<file path="src/rtl/mk_bsv_pkg.sv">
// Shared constants, register map and helpers for the XDMA descriptor-bypass
// control block.
package mk_bsv_pkg;

  localparam int DATA_W      = 256;
  localparam int KEEP_W      = 32;
  localparam int AXIL_W      = 32;
  localparam int DESC_ADDR_W = 64;
  localparam int DESC_LEN_W  = 28;
  localparam int DESC_CTL_W  = 16;

  localparam logic [AXIL_W-1:0]     ID_VALUE = 32'h5244_4D41;
  // stop | completed | EOP
  localparam logic [DESC_CTL_W-1:0] DESC_CTL = 16'h0013;

  typedef logic [7:0] reg_ofs_t;

  localparam reg_ofs_t REG_ID       = 8'h00;
  localparam reg_ofs_t REG_SCRATCH  = 8'h04;
  localparam reg_ofs_t REG_H2C_BASE = 8'h08;
  localparam reg_ofs_t REG_C2H_BASE = 8'h20;
  localparam reg_ofs_t REG_STATUS   = 8'h38;
  localparam reg_ofs_t REG_BEATS    = 8'h3C;
  localparam reg_ofs_t REG_BYTES    = 8'h40;
  localparam reg_ofs_t REG_PKTS     = 8'h44;
  localparam reg_ofs_t REG_CNT_CLR  = 8'h48;

  // Offsets inside one direction's register group, relative to its base
  localparam reg_ofs_t DIR_SRC_LO   = 8'h00;
  localparam reg_ofs_t DIR_SRC_HI   = 8'h04;
  localparam reg_ofs_t DIR_DST_LO   = 8'h08;
  localparam reg_ofs_t DIR_DST_HI   = 8'h0C;
  localparam reg_ofs_t DIR_LEN      = 8'h10;
  localparam reg_ofs_t DIR_DOORBELL = 8'h14;

  typedef struct packed {
    logic [DESC_ADDR_W-1:0] src;
    logic [DESC_ADDR_W-1:0] dst;
    logic [DESC_LEN_W-1:0]  len;
  } desc_t;

  function automatic logic [AXIL_W-1:0] apply_strb(input logic [AXIL_W-1:0]   cur,
                                                   input logic [AXIL_W-1:0]   wdata,
                                                   input logic [AXIL_W/8-1:0] strb);
    logic [AXIL_W-1:0] res;
    res = cur;
    for (int b = 0; b < AXIL_W/8; b++) begin
      if (strb[b]) res[8*b +: 8] = wdata[8*b +: 8];
    end
    return res;
  endfunction

  function automatic logic [5:0] popcount_keep(input logic [KEEP_W-1:0] keep);
    logic [5:0] cnt;
    cnt = '0;
    for (int i = 0; i < KEEP_W; i++) begin
      cnt = cnt + {5'd0, keep[i]};
    end
    return cnt;
  endfunction

endpackage

</file>
<file path="src/rtl/mk_bsv_top_axil_reg_slave.sv">
// AXI-Lite slave handshake: single outstanding write and read, write strobe
// presented in the acceptance cycle, registered read data.
module axil_reg_slave
  import mk_bsv_pkg::*;
(
  input  logic              i_clk,
  input  logic              i_rst_n,
  input  logic              i_awvalid,
  input  logic [AXIL_W-1:0] i_awaddr,
  output logic              o_awready,
  input  logic              i_wvalid,
  input  logic [AXIL_W-1:0] i_wdata,
  input  logic [3:0]        i_wstrb,
  output logic              o_wready,
  output logic              o_bvalid,
  output logic [1:0]        o_bresp,
  input  logic              i_bready,
  input  logic              i_arvalid,
  input  logic [AXIL_W-1:0] i_araddr,
  output logic              o_arready,
  output logic              o_rvalid,
  output logic [1:0]        o_rresp,
  output logic [AXIL_W-1:0] o_rdata,
  input  logic              i_rready,
  output logic              o_wr_en,
  output logic [AXIL_W-1:0] o_wr_addr,
  output logic [AXIL_W-1:0] o_wr_data,
  output logic [3:0]        o_wr_strb,
  output logic [AXIL_W-1:0] o_rd_addr,
  input  logic [AXIL_W-1:0] i_rd_data
);

  logic              r_run;
  logic              r_bvalid;
  logic              r_rvalid;
  logic [AXIL_W-1:0] r_rdata;
  logic              w_wr_go;
  logic              w_rd_go;

  // r_run keeps every ready low until the first edge after reset release
  assign w_wr_go   = r_run && i_awvalid && i_wvalid && !r_bvalid;
  assign w_rd_go   = o_arready && i_arvalid;

  assign o_awready = w_wr_go;
  assign o_wready  = w_wr_go;
  assign o_bvalid  = r_bvalid;
  assign o_bresp   = 2'b00;
  assign o_arready = r_run && !r_rvalid;
  assign o_rvalid  = r_rvalid;
  assign o_rresp   = 2'b00;
  assign o_rdata   = r_rdata;

  assign o_wr_en   = w_wr_go;
  assign o_wr_addr = i_awaddr;
  assign o_wr_data = i_wdata;
  assign o_wr_strb = i_wstrb;
  assign o_rd_addr = i_araddr;

  always_ff @(posedge i_clk or negedge i_rst_n) begin
    if (!i_rst_n) begin
      r_run    <= 1'b0;
      r_bvalid <= 1'b0;
      r_rvalid <= 1'b0;
      r_rdata  <= '0;
    end else begin
      r_run <= 1'b1;
      if (w_wr_go)       r_bvalid <= 1'b1;
      else if (i_bready) r_bvalid <= 1'b0;
      if (w_rd_go) begin
        r_rvalid <= 1'b1;
        r_rdata  <= i_rd_data;
      end else if (i_rready) begin
        r_rvalid <= 1'b0;
      end
    end
  end

endmodule

</file>
<file path="src/rtl/mk_bsv_top.sv">
// XDMA descriptor-bypass controller: AXI-Lite programmed H2C/C2H descriptors
// issued on doorbell, plus H2C stream beat/byte/packet counters.
module mk_bsv_top
  import mk_bsv_pkg::*;
(
  input  logic                   CLK,
  input  logic                   RST_N,
  input  logic                   xdmaChannel_rawAxiStreamSlave_tvalid,
  input  logic [DATA_W-1:0]      xdmaChannel_rawAxiStreamSlave_tdata,
  input  logic [KEEP_W-1:0]      xdmaChannel_rawAxiStreamSlave_tkeep,
  input  logic                   xdmaChannel_rawAxiStreamSlave_tlast,
  output logic                   xdmaChannel_rawAxiStreamSlave_tready,
  input  logic                   xdmaChannel_h2cDescByp_ready,
  output logic                   xdmaChannel_h2cDescByp_load,
  output logic [DESC_ADDR_W-1:0] xdmaChannel_h2cDescByp_src_addr,
  output logic [DESC_ADDR_W-1:0] xdmaChannel_h2cDescByp_dst_addr,
  output logic [DESC_LEN_W-1:0]  xdmaChannel_h2cDescByp_len,
  output logic [DESC_CTL_W-1:0]  xdmaChannel_h2cDescByp_ctl,
  input  logic                   xdmaChannel_c2hDescByp_ready,
  output logic                   xdmaChannel_c2hDescByp_load,
  output logic [DESC_ADDR_W-1:0] xdmaChannel_c2hDescByp_src_addr,
  output logic [DESC_ADDR_W-1:0] xdmaChannel_c2hDescByp_dst_addr,
  output logic [DESC_LEN_W-1:0]  xdmaChannel_c2hDescByp_len,
  output logic [DESC_CTL_W-1:0]  xdmaChannel_c2hDescByp_ctl,
  input  logic                   axilRegBlock_awvalid,
  input  logic [AXIL_W-1:0]      axilRegBlock_awaddr,
  input  logic [2:0]             axilRegBlock_awprot,
  output logic                   axilRegBlock_awready,
  input  logic                   axilRegBlock_wvalid,
  input  logic [AXIL_W-1:0]      axilRegBlock_wdata,
  input  logic [3:0]             axilRegBlock_wstrb,
  output logic                   axilRegBlock_wready,
  output logic                   axilRegBlock_bvalid,
  output logic [1:0]             axilRegBlock_bresp,
  input  logic                   axilRegBlock_bready,
  input  logic                   axilRegBlock_arvalid,
  input  logic [AXIL_W-1:0]      axilRegBlock_araddr,
  input  logic [2:0]             axilRegBlock_arprot,
  output logic                   axilRegBlock_arready,
  output logic                   axilRegBlock_rvalid,
  output logic [1:0]             axilRegBlock_rresp,
  output logic [AXIL_W-1:0]      axilRegBlock_rdata,
  input  logic                   axilRegBlock_rready
);

  logic              w_wr_en;
  logic [AXIL_W-1:0] w_wr_addr;
  logic [AXIL_W-1:0] w_wr_data;
  logic [3:0]        w_wr_strb;
  logic [AXIL_W-1:0] w_rd_addr;
  logic [AXIL_W-1:0] w_rd_data;
  reg_ofs_t          w_wr_ofs;
  reg_ofs_t          w_rd_ofs;

  logic              r_tready;
  logic [AXIL_W-1:0] r_scratch;
  logic [31:0]       r_beats;
  logic [31:0]       r_bytes;
  logic [31:0]       r_pkts;

  logic [1:0]             w_ready;
  logic [1:0]             w_load;
  logic [1:0]             w_pend;
  logic [1:0][AXIL_W-1:0] w_dir_rd;
  desc_t                  w_desc [2];
  logic                   w_beat;
  logic                   w_cnt_clr;
  logic                   w_unused;

  axil_reg_slave u_axil (
    .i_clk     (CLK),
    .i_rst_n   (RST_N),
    .i_awvalid (axilRegBlock_awvalid),
    .i_awaddr  (axilRegBlock_awaddr),
    .o_awready (axilRegBlock_awready),
    .i_wvalid  (axilRegBlock_wvalid),
    .i_wdata   (axilRegBlock_wdata),
    .i_wstrb   (axilRegBlock_wstrb),
    .o_wready  (axilRegBlock_wready),
    .o_bvalid  (axilRegBlock_bvalid),
    .o_bresp   (axilRegBlock_bresp),
    .i_bready  (axilRegBlock_bready),
    .i_arvalid (axilRegBlock_arvalid),
    .i_araddr  (axilRegBlock_araddr),
    .o_arready (axilRegBlock_arready),
    .o_rvalid  (axilRegBlock_rvalid),
    .o_rresp   (axilRegBlock_rresp),
    .o_rdata   (axilRegBlock_rdata),
    .i_rready  (axilRegBlock_rready),
    .o_wr_en   (w_wr_en),
    .o_wr_addr (w_wr_addr),
    .o_wr_data (w_wr_data),
    .o_wr_strb (w_wr_strb),
    .o_rd_addr (w_rd_addr),
    .i_rd_data (w_rd_data)
  );

  // Only addr[7:2] decodes; protection bits and stream payload are not used
  assign w_wr_ofs = {w_wr_addr[7:2], 2'b00};
  assign w_rd_ofs = {w_rd_addr[7:2], 2'b00};
  assign w_unused = ^{axilRegBlock_awprot, axilRegBlock_arprot, w_wr_addr[31:8], w_wr_addr[1:0],
                      w_rd_addr[31:8], w_rd_addr[1:0], xdmaChannel_rawAxiStreamSlave_tdata};

  assign w_ready = {xdmaChannel_c2hDescByp_ready, xdmaChannel_h2cDescByp_ready};

  for (genvar gd = 0; gd < 2; gd++) begin : g_dir
    localparam reg_ofs_t BASE = (gd == 0) ? REG_H2C_BASE : REG_C2H_BASE;

    desc_t             r_cfg;
    desc_t             r_desc;
    logic              r_pend;
    reg_ofs_t          w_wr_rel;
    reg_ofs_t          w_rd_rel;
    logic [AXIL_W-1:0] w_len_nxt;
    logic [3:0]        w_len_unused;
    logic [AXIL_W-1:0] w_rd_val;
    logic              w_db;

    assign w_wr_rel     = w_wr_ofs - BASE;
    assign w_rd_rel     = w_rd_ofs - BASE;
    assign w_len_nxt    = apply_strb({4'd0, r_cfg.len}, w_wr_data, w_wr_strb);
    assign w_len_unused = w_len_nxt[AXIL_W-1:DESC_LEN_W];
    assign w_db         = w_wr_en && (w_wr_rel == DIR_DOORBELL);
    assign w_load[gd]   = r_pend && w_ready[gd];

    // Issue has priority: a doorbell arriving while pending is dropped
    always_ff @(posedge CLK or negedge RST_N) begin
      if (!RST_N) begin
        r_cfg  <= '0;
        r_desc <= '0;
        r_pend <= 1'b0;
      end else begin
        if (w_wr_en) begin
          case (w_wr_rel)
            DIR_SRC_LO: r_cfg.src[31:0]  <= apply_strb(r_cfg.src[31:0],  w_wr_data, w_wr_strb);
            DIR_SRC_HI: r_cfg.src[63:32] <= apply_strb(r_cfg.src[63:32], w_wr_data, w_wr_strb);
            DIR_DST_LO: r_cfg.dst[31:0]  <= apply_strb(r_cfg.dst[31:0],  w_wr_data, w_wr_strb);
            DIR_DST_HI: r_cfg.dst[63:32] <= apply_strb(r_cfg.dst[63:32], w_wr_data, w_wr_strb);
            DIR_LEN:    r_cfg.len        <= w_len_nxt[DESC_LEN_W-1:0];
            default: ;
          endcase
        end
        if (w_load[gd]) begin
          r_pend <= 1'b0;
        end else if (w_db && !r_pend) begin
          r_pend <= 1'b1;
          r_desc <= r_cfg;
        end
      end
    end

    always_comb begin
      w_rd_val = '0;
      case (w_rd_rel)
        DIR_SRC_LO: w_rd_val = r_cfg.src[31:0];
        DIR_SRC_HI: w_rd_val = r_cfg.src[63:32];
        DIR_DST_LO: w_rd_val = r_cfg.dst[31:0];
        DIR_DST_HI: w_rd_val = r_cfg.dst[63:32];
        DIR_LEN:    w_rd_val = {4'd0, r_cfg.len};
        default:    w_rd_val = '0;
      endcase
    end

    assign w_pend[gd]   = r_pend;
    assign w_desc[gd]   = r_desc;
    assign w_dir_rd[gd] = w_rd_val;
  end

  assign w_beat    = xdmaChannel_rawAxiStreamSlave_tvalid && r_tready;
  assign w_cnt_clr = w_wr_en && (w_wr_ofs == REG_CNT_CLR) && w_wr_data[0];

  always_ff @(posedge CLK or negedge RST_N) begin
    if (!RST_N) begin
      r_tready  <= 1'b0;
      r_scratch <= '0;
      r_beats   <= '0;
      r_bytes   <= '0;
      r_pkts    <= '0;
    end else begin
      r_tready <= 1'b1;
      if (w_wr_en && (w_wr_ofs == REG_SCRATCH))
        r_scratch <= apply_strb(r_scratch, w_wr_data, w_wr_strb);
      // Clear beats a coincident stream beat
      if (w_cnt_clr) begin
        r_beats <= '0;
        r_bytes <= '0;
        r_pkts  <= '0;
      end else if (w_beat) begin
        r_beats <= r_beats + 32'd1;
        r_bytes <= r_bytes + {26'd0, popcount_keep(xdmaChannel_rawAxiStreamSlave_tkeep)};
        r_pkts  <= r_pkts + {31'd0, xdmaChannel_rawAxiStreamSlave_tlast};
      end
    end
  end

  always_comb begin
    w_rd_data = '0;
    case (w_rd_ofs)
      REG_ID:      w_rd_data = ID_VALUE;
      REG_SCRATCH: w_rd_data = r_scratch;
      REG_STATUS:  w_rd_data = {30'd0, w_pend[1], w_pend[0]};
      REG_BEATS:   w_rd_data = r_beats;
      REG_BYTES:   w_rd_data = r_bytes;
      REG_PKTS:    w_rd_data = r_pkts;
      default:     w_rd_data = w_dir_rd[0] | w_dir_rd[1];
    endcase
  end

  assign xdmaChannel_rawAxiStreamSlave_tready = r_tready;

  assign xdmaChannel_h2cDescByp_load     = w_load[0];
  assign xdmaChannel_h2cDescByp_src_addr = w_desc[0].src;
  assign xdmaChannel_h2cDescByp_dst_addr = w_desc[0].dst;
  assign xdmaChannel_h2cDescByp_len      = w_desc[0].len;
  assign xdmaChannel_h2cDescByp_ctl      = DESC_CTL;

  assign xdmaChannel_c2hDescByp_load     = w_load[1];
  assign xdmaChannel_c2hDescByp_src_addr = w_desc[1].src;
  assign xdmaChannel_c2hDescByp_dst_addr = w_desc[1].dst;
  assign xdmaChannel_c2hDescByp_len      = w_desc[1].len;
  assign xdmaChannel_c2hDescByp_ctl      = DESC_CTL;

endmodule

</file>
<file path="config.mk">
export PLATFORM = sky130hd
export DESIGN_NAME = mk_bsv_top
export DESIGN_NICKNAME = d
export VERILOG_FILES = /design/src/rtl/mk_bsv_pkg.sv /design/src/rtl/mk_bsv_top_axil_reg_slave.sv /design/src/rtl/mk_bsv_top.sv
export SDC_FILE = /design/constraint.sdc
export NUM_CORES = 1
export LEC_CHECK = 0
export CAP_MARGIN = 20
export CORE_AREA = 2 2 311 313
export DETAILED_ROUTE_END_ITERATION = 10
export DIE_AREA = 0 0 313 315
export PLACE_DENSITY = 0.73
export SYNTH_ARGS = -nofsm -noshare
export SYNTH_HDL_FRONTEND = slang
export SYNTH_HIERARCHICAL = 1
export SYNTH_SLANG_ARGS = --single-unit
</file>
<file path="constraint.sdc">
create_clock -name CLK -period 8.5 [get_ports CLK]
set_input_delay 1.275 -clock CLK [delete_from_list [all_inputs] [get_ports CLK]]
set_output_delay 1.275 -clock CLK [all_outputs]
set_load 0.05 [all_outputs]
</file>
==> summary.md, run 1 <==
| Metric | Value |
|---|---|
| Residual DRC | `0` |
| Setup Fix Bufs, Post-CTS | `0` |
| CP Launch Point | `xdmaChannel_rawAxiStreamSlave_tkeep[5]` |
| Final setup viols | `0` |
| M1 GR Usage | `0.300` |
| Clk network pwr share | `0.401` |
| Core Region | `95700 um2` |
| Largest fanout on the critical path | `5` |
| Data arrival time of the worst path | `a little under 7 ns` |
| Critical path's largest stage delay | `0.56 ns` |
| Num CTS Buffers | `84` |
| RSZ-0062 raised after global routing | `no` |
| Post-DP HPWL | `around 84000 um` |
| Post-Syn Area | `36200 um2` |
| Net Sw Power | `~0.0026 W` |
| Routed vias | `24.4k` |
| Layout cells sized above 1 | `0.290` |
| Setup TNS Final | `0 ns` |
| Final Slew Violations | `0` |
| Met2 usage | `0.393` |
| Vias in the first global route | `~24k` |
| First-pass GRT wire length | `170000 um` |
| I/O Buffers | `roughly 440` |
| Slowest CP cell | `fa_1` |
| Int Power | `about 0.0066 W` |
| Total Power | `between 0.009 and 0.01 W` |
| Most frequent cells in the layout | `dfrtp_1, mux2_2, clkdlybuf4s50_1` |
| Layout area overhead | `22.1%` |
| Number of DRC markers in iteration 0 | `about 2k` |
| Sw Ratio | `0.280` |
| Clock tree buffer depth | `3` |
| 1st-pass router iterations | `5` |
| Largest net degree at the start of global routing | `177` |
| FF+latch area | `19800 um2` |
| # rows | `114` |
| Clock period minus final worst setup slack | `6.37 ns` |
| Sequential fraction of design power | `0.431` |
| Synthesized instance count | `2774` |
| Worst Max-Slew Pin Slew | `about 1.1 ns` |
| Final WS setup | `~2.1 ns` |
| Hold Startpoint | `xdmaChannel_c2hDescByp_src_addr[31]` |
| Warnings, synthesis | `6` |
| Gr ovfl total | `0` |
| CTS tree | `done` |
| Comb pwr share | `0.168` |
| H-tree depth | `3` |
| Number of cells after detailed placement | `4311` |
| Die area | `a little under 100000 um2` |
| Max-cap viol count | `0` |
| Die width | `roughly 310 um` |
| VDD IR-drop max | `~0.20 mV` |
| Routed wire length | `between 100000 and 150000 um` |
| GRT busiest layer | `met2` |
| Clock Latency Late Sink | `0.63 ns` |
| Final #Nets | `approximately 3.6k` |
| Routed len/inst | `around 26 um` |
| Critical Path End Type | `register` |
| Area occupied by multi-input gates | `15000 um2` |
| Finished Layout Cells | `4465` |
| # fillers | `between 8k and 9k` |
| ANT nets after route | `0` |
| Clock Tree Root | `clkbuf_16` |
| Most used cell, CP | `fa_1` |
| Avg Inst Size Synth | `between 10 and 15 um2` |
| Leakage | `between 20 and 25 nW` |
| Setup Skew | `~0.018 ns` |
| DP Worst Slack | `approximately 1.5 ns` |
| Die Ht | `approximately 320 um` |
| Fmax | `157 MHz` |
| HP Class | `reg2reg` |
| Reg clk slew, reported paths | `approximately 0.060 ns` |
| Power Density | `about 210 nW/um2` |
| Post-CTS sizing | `0` |
| Initial antenna violation count | `7` |
| Tcrit/Tclk final | `0.750` |
| Commonest non-fill, non-tap cell in the layout | `dfrtp_1` |
| Top-Level Pins | `793` |
| Starting density of the core | `0.378` |
| GRT met3 Usage | `0.0584` |
| Routability cong. | `0.890` |
| Critical path launch point type | `input pin` |
| Clk sinks | `slightly below 800` |
| Worst path required time | `about 9.0 ns` |
| Worst R2R Start | `r_bytes[0]` |
| # hold bufs at CTS | `0` |
| Max-slew headroom | `0.247` |
| Vias per std cell | `~5.5` |
| Tot GR Track Use | `0.234` |
| Cell Chain, Critical Path | `clkdlybuf4s50_1, inv_1, fa_1, fa_1, fa_1, fa_1, fa_1, fa_1, fa_1, inv_1, fa_1, a21o_1, a221o_1, a21oi_1, nor4_1, xnor2_1, nor2_1` |
| Final hold vios | `0` |
| Status | `finished, final reports clean` |
| Reg2reg setup slack | `between 3 and 4 ns` |
| Kind of critical path | `in2reg` |
==> state kept, by name, indices dropped and copies added, names as in the netlist <==
| signal | cells |
|---|---|
| g_dir.r_cfg | 312 |
| xdmaChannel_c2hDescByp_dst_addr | 64 |
| xdmaChannel_c2hDescByp_src_addr | 64 |
| xdmaChannel_h2cDescByp_dst_addr | 64 |
| xdmaChannel_h2cDescByp_src_addr | 64 |
| r_beats | 32 |
| r_bytes | 32 |
| r_pkts | 32 |
| r_scratch | 32 |
| u_axil/o_rdata | 32 |
| xdmaChannel_c2hDescByp_len | 28 |
| xdmaChannel_h2cDescByp_len | 28 |
| g_dir.r_pend | 2 |
| u_axil/o_bvalid | 1 |
| u_axil/o_rvalid | 1 |
| u_axil/r_run | 1 |
| xdmaChannel_rawAxiStreamSlave_tready | 1 |
==> worst paths after layout <==
kind,depth (start not counted),endpoint
worst max-delay path,17,r_bytes[30]
worst min-delay path,1,xdmaChannel_c2hDescByp_src_addr[31]
worst max register to register,15,r_bytes[30]
worst min register to register,1,xdmaChannel_c2hDescByp_src_addr[31]
max in group asynchronous,2,g_dir[0].r_cfg[79]
min in group asynchronous,1,xdmaChannel_c2hDescByp_src_addr[4]
==> per-stage QoR <==
stage,util,hold WS (ns),area [um2]
2_1_floorplan,-,0.479,36300
3_5_place_dp,0.432,0.492,41300
4_1_cts,0.461,0.506,44100
6_report,0.461,0.501,44200
5_1_grt,0.461,0.512,44200
3_3_place_gp,0.432,0.488,41300
==> power groups by stage <==
stage / registers (W) / clock network, W / logic [W]
floorplan: 0.00406 / 0 / 0.00107
global placement: 0.00404 / 0 / 0.00155
detailed placement: 0.00404 / 0 / 0.00156
CTS: 0.00398 / 0.00375 / 0.00157
global route: 0.00399 / 0.00391 / 0.00173
finish: 0.00398 / 0.00370 / 0.00155
==> cell type report <==
type | count | area share
Inverter | 60 | 0.00510
Clock buffer | 123 | 0.0564
Timing Repair Buffer | 477 | 0.108
Antenna cell | 2 | 0.000113
Clock inverter | 27 | 0.00643
Multi-Input combinational cell | 1710 | 0.341
Tap cell | 1276 | 0.0362
Sequential cell | 790 | 0.448
==> routing by layer <==
metal	vias up	wire length, um
li1	10507	-
met4	8	3270
met2	950	57100
met3	167	9070
met5	-	49
met1	12791	47800
==> worst max-delay path: cells and delay by family <==
family	cells	cell delay [ns]
adders and majority gates	8	3.58
AOI/OAI and AO/OA	3	1.06
buffers and inverters	3	0.56
and+or+nand+nor	2	0.20
xor gates and xnor gates	1	0.17
Power figures use the tool's default switching activity.
==> run 2, diff against run 1 <==
--- a/config.mk
+++ b/config.mk
@@ -6,10 +6,10 @@
 export NUM_CORES = 1
 export LEC_CHECK = 0
 export CAP_MARGIN = 20
-export CORE_AREA = 2 2 311 313
+export CORE_AREA = 2 2 312 314
 export DETAILED_ROUTE_END_ITERATION = 10
-export DIE_AREA = 0 0 313 315
-export PLACE_DENSITY = 0.73
+export DIE_AREA = 0 0 314 316
+export PLACE_DENSITY = 0.75
 export SYNTH_ARGS = -nofsm -noshare
 export SYNTH_HDL_FRONTEND = slang
 export SYNTH_HIERARCHICAL = 1
==> constraint.sdc (replaced) <==
create_clock -name CLK -period 5.5 [get_ports CLK]
set_input_delay 0.825 -clock CLK [delete_from_list [all_inputs] [get_ports CLK]]
set_output_delay 0.825 -clock CLK [all_outputs]
set_load 0.05 [all_outputs]
==> run 2 against run 1 <==
Effect of this change:
- clock-buffer cell count down 4
- wire length increased by 0.76%
- clock power is 55% higher
- die area up 0.64%
- first-iteration DRC count increased by 16%
- via count up 0.76%
- clock skew is 0.0084 ns higher
- core utilization is 0.20 points higher
- sequential power up 55%
- hold slack got worse by 0.27 ns
- final area up 0.74%
- critical path type unchanged
- critical endpoint is now r_bytes[14]
- highest routed layer unchanged
==> summary.md, run 2 (same netlist as run 1, synthesis figures left out) <==
| Metric | Value |
|---|---|
| Status | `finished, final reports clean (unchanged)` |
| Final hold vios | `0 (unchanged)` |
| Commonest non-fill, non-tap cell in the layout | `dfrtp_1 (unchanged)` |
| Post-DP HPWL | `86200 um (was 84300 um)` |
| Leakage | `21.3 nW (was 21.1 nW)` |
| Finished Layout Cells | `4492 (was 4465)` |
| First-pass GRT wire length | `171000 um (was 170000 um)` |
| Die width | `314 um (was 313 um)` |
| Clock tree buffer depth | `3 (unchanged)` |
| Fmax | `roughly 190 MHz` |
| Max-slew headroom | `0.296 (was 0.247)` |
| Worst path required time | `6.00 ns (was 8.98 ns)` |
| Number of cells after detailed placement | `4341 (was 4311)` |
| Sequential fraction of design power | `0.424 (was 0.431)` |
| Routed vias | `24.6k (was 24.4k)` |
| Max-cap viol count | `0 (unchanged)` |
| Most frequent cells in the layout | `dfrtp_1, mux2_2, clkdlybuf4s50_1 (unchanged)` |
| Largest fanout on the critical path | `7 (was 5)` |
| Routed wire length | `118000 um (was 117000 um)` |
| Clk network pwr share | `0.395 (was 0.401)` |
| H-tree depth | `3 (unchanged)` |
| Layout cells sized above 1 | `0.299 (was 0.290)` |
| Routed len/inst | `26.3 um (about the same)` |
| Initial antenna violation count | `15 (was 7)` |
| Tcrit/Tclk final | `0.965` |
| Residual DRC | `0 (unchanged)` |
| Setup TNS Final | `0 ns (unchanged)` |
| Worst Max-Slew Pin Slew | `1.05 ns (was 1.13 ns)` |
| Core Region | `96000 um2 (was 95700 um2)` |
| Routability cong. | `0.904 (was 0.890)` |
| Number of DRC markers in iteration 0 | `2314 (was 1991)` |
| Int Power | `0.0105 W (was 0.00664 W)` |
| HP Class | `in2async (was reg2reg)` |
| Starting density of the core | `0.377 (was 0.378)` |
| Comb pwr share | `0.181 (was 0.168)` |
| VDD IR-drop max | `0.386 mV (was 0.197 mV)` |
| Post-layout util | `0.463 (was 0.461)` |
| # rows | `114 (unchanged)` |
| Gr ovfl total | `0 (unchanged)` |
| Vias in the first global route | `24.9k (was 24.3k)` |
| Num CTS Buffers | `82 (was 84)` |
| RSZ-0062 raised after global routing | `no (unchanged)` |
| Kind of critical path | `in2reg (unchanged)` |
| Clk sinks | `790 (unchanged)` |
| Power Density | `326 nW/um2 (was 209 nW/um2)` |
| Data arrival time of the worst path | `5.80 ns (was 6.85 ns)` |
| Max reg flops | `312 (unchanged)` |
| 1st-pass router iterations | `5 (unchanged)` |
| Die Ht | `316 um (was 315 um)` |
| Clock Tree Root | `clkbuf_16 (unchanged)` |
| Tot GR Track Use | `0.236 (was 0.234)` |
| Final Slew Violations | `0 (unchanged)` |
| CTS tree | `done (unchanged)` |
| ANT nets after route | `0 (unchanged)` |
| Critical path launch point type | `input pin (unchanged)` |
| Die area | `99200 um2 (was 98600 um2)` |
| Final #Nets | `3605 (was 3576)` |
| Post-place instance area | `41700 um2 (was 41300 um2)` |
| Net Sw Power | `0.00403 W (was 0.00258 W)` |
| Sw Ratio | `0.277 (was 0.280)` |
| Final setup viols | `0 (unchanged)` |
| Layout area overhead | `23.0% (was 22.1%)` |
| Setup Skew | `0.0268 ns (was 0.0184 ns)` |
| Clock Latency Late Sink | `0.66 ns (was 0.63 ns)` |
| Biggest register | `g_dir.r_cfg (unchanged)` |
| Reg clk slew, reported paths | `0.06 ns (about the same)` |
| Post-route cell area | `44500 um2 (was 44200 um2)` |
| Clock period minus final worst setup slack | `5.31 ns` |
| Largest net degree at the start of global routing | `108 (was 177)` |
| I/O Buffers | `442 (unchanged)` |
| Vias per std cell | `5.48 (was 5.47)` |
| Critical Path End Type | `register (unchanged)` |
| Top-Level Pins | `793 (unchanged)` |
==> run 2: repair_timing <==
action / in CTS / in global routing
gates resized for setup: 23 / 8
pin swaps: 17 / 18
setup endpoints to repair: 12 / 15
endpoints found under the hold margin: 0 / 0
hold buffers: 0 / 0
buffers inserted: 1 / 0
==> run 2: power by group through the flow <==
stage               clock network, W  logic (W)  registers [W]
finish                       0.00574    0.00263        0.00615
global route                 0.00605    0.00292        0.00616
CTS                          0.00580    0.00268        0.00614
detailed placement                 0    0.00262        0.00625
global placement                   0    0.00256        0.00624
floorplan                          0    0.00167        0.00627
==> run 2: layout make-up <==
class	count	area, um2
Fill cell	8470	51500
Timing Repair Buffer	508	5070
Clock buffer	119	2440
Multi-Input combinational cell	1710	15100
Tap cell	1276	1600
Antenna cell	6	15.0
Inverter	60	225
Sequential cell	790	19800
Clock inverter	23	310
==> run 2: worst max-delay path, stage by stage <==
cell	delay (ns)
clkdlybuf4s15_1	0.18
fa_1	0.51
inv_1	0.05
fa_1	0.54
fa_1	0.45
fa_1	0.53
fa_1	0.43
fa_1	0.51
fa_2	0.23
inv_2	0.04
fa_2	0.33
a21o_1	0.21
a221o_1	0.38
a21o_4	0.28
nand4_1	0.09
xor2_1	0.15
nor2_1	0.05
==> run 2: per-layer routing <==
metal / part of all wire / vias to the layer above / GRT usage
li1: - / 10559 / -
met1: 0.40 / 12901 / 0.302
met5: 0.00065 / - / 0
met2: 0.49 / 946 / 0.391
met4: 0.034 / 14 / 0.0818
met3: 0.075 / 189 / 0.0565
==> run 2: stage by stage <==
stage / hold slack, ns / worst slack [ns] / total power [W]
after detailed placement: 0.491 / -0.828 / 0.00886
after global placement: 0.484 / -0.769 / 0.00881
final: 0.233 / 0.194 / 0.0145
after floorplan: 0.479 / -0.0211 / 0.00794
after CTS: 0.224 / 0.0163 / 0.0146
after global routing: 0.265 / 0.00132 / 0.0151
==> run 2: path summary, 6_finish.rpt <==
check                                                             start                                  end  slack, ns  cells past startpoint
worst min register to register                          u_axil/o_bvalid                      u_axil/o_bvalid       0.50                      1
worst max-delay path            xdmaChannel_rawAxiStreamSlave_tkeep[21]                          r_bytes[14]       0.19                     17
worst max register to register                               r_bytes[0]                          r_bytes[14]       0.53                     15
max in group asynchronous                                         RST_N        xdmaChannel_h2cDescByp_len[0]       4.06                      2
min in group CLK                                        u_axil/o_bvalid                      u_axil/o_bvalid       0.50                      1
worst min-delay path                                              RST_N  xdmaChannel_c2hDescByp_src_addr[38]       0.23                      1
==> edit (flow settings as in run 2) <==
Reset style: synchronous (`RST_N` and `i_rst_n`), changed in 3 clocked blocks.
--- a/src/rtl/mk_bsv_top_axil_reg_slave.sv
+++ b/src/rtl/mk_bsv_top_axil_reg_slave.sv
@@ -58,3 +58,3 @@
 
-  always_ff @(posedge i_clk or negedge i_rst_n) begin
+  always_ff @(posedge i_clk) begin
     if (!i_rst_n) begin
--- a/src/rtl/mk_bsv_top.sv
+++ b/src/rtl/mk_bsv_top.sv
@@ -126,3 +126,3 @@
     // Issue has priority: a doorbell arriving while pending is dropped
-    always_ff @(posedge CLK or negedge RST_N) begin
+    always_ff @(posedge CLK) begin
       if (!RST_N) begin
@@ -171,3 +171,3 @@
 
-  always_ff @(posedge CLK or negedge RST_N) begin
+  always_ff @(posedge CLK) begin
     if (!RST_N) begin
Check against the original RTL: differs if RST_N is asserted again (counterexample within 4 cycles, from zero or initial values and one cycle with RST_N low); with RST_N held inactive, the same outputs for 4 cycles.
==> edit against run 2 <==
Combinational power decreased by 32%. Sequential share of layout area shrank 7.3 points. Via count rose by 26%. Non-clock buffer count increased by 44. Sequential cell count unchanged. Cell count up 25%. Wire length is 11% higher. Setup slack got worse by 67 ps. Power down 7.9%. Global-route usage increased by 1.7 points. Critical endpoint is now r_bytes[26]$_SDFFE_PP0P_. Area after synthesis shrank 5.3%. Final area fell by 4.4%.
==> edit: results (changes against run 2) <==
| Metric | Value |
|---|---|
| Fin Clk Skew | `38.08 ps (+11.26 ps)` |
| Period Utilization, post-route | `0.9768 (+0.01217)` |
| Data arrival, critical path | `5960 ps (+160 ps)` |
| Worst reg2reg endpoint | `r_bytes[26]$_SDFFE_PP0P_` |
| Initial DRC count | `3,945 (+70%)` |
| Vias in the first global route | `28,480 (+14%)` |
| WL met1 | `54,280 µm (+15%)` |
| Vias | `31,023 (+26%)` |
| Dpl ws | `-858.3 ps (-30.71 ps)` |
| Net count, final | `4,705 (+31%)` |
| Reg-to-reg setup timing slack | `480 ps (-50 ps)` |
| Setup crit start | `xdmaChannel_rawAxiStreamSlave_tkeep[11]` |
| First-pass GRT wire length | `188,500 µm (+10%)` |
| # fillers | `9,159 (+8.1%)` |
| Max VDD drop | `0.0003209 V (-17%)` |
| DR WL met3 | `13,970 µm (+57%)` |
| DP Cell Count | `5,434 (+25%)` |
| Outcome | `complete, no violations` |
| Instance area after placement | `0.03956 mm² (-5.1%)` |
| Largest net degree at the start of global routing | `163 (+51%)` |
| Fin area | `0.04254 mm² (-4.4%)` |
| Fraction of layout cells with a size suffix above 1 | `0.07384 (-0.2252)` |
| Slew @ Worst Pin | `1109 ps (+56.30 ps)` |
| Leak pwr | `0.01655 µW (-22%)` |
| Worst hold margin | `452.4 ps (+219.4 ps)` |
| GRT Overall Usage | `0.2528 (+0.01716)` |
| Met2 routed WL | `56,750 µm (-1.9%)` |
| Vias per Instance | `5.541 (+1.1%)` |
[edit: power groups by stage]
stage / combinational [µW] / clock, µW / sequential (µW)
detailed placement: 1730 / 0 / 5900
floorplan: 1180 / 0 / 5900
CTS: 1760 / 5860 / 5770
finish: 1790 / 5800 / 5770
global route: 2000 / 6100 / 5770
global placement: 1720 / 0 / 5900
[edit: layout make-up]
cell class,instances,share of cell area
clock buffer,125,0.05900
sequential,790,0.3718
clock inverter,31,0.007618
multi-input combinational,2748,0.3905
timing repair buffer,552,0.1267
inverter,74,0.006706
antenna,3,0.0001765
tap,1276,0.03753
[edit: timing repair]
item / 4_1_cts / 5_1_grt
setup buffers: 1 / 5
hold buffers: 0 / 0
resized for setup: 4 / 37
pin swaps: 1 / 22
endpoints found under the setup margin: 11 / 26
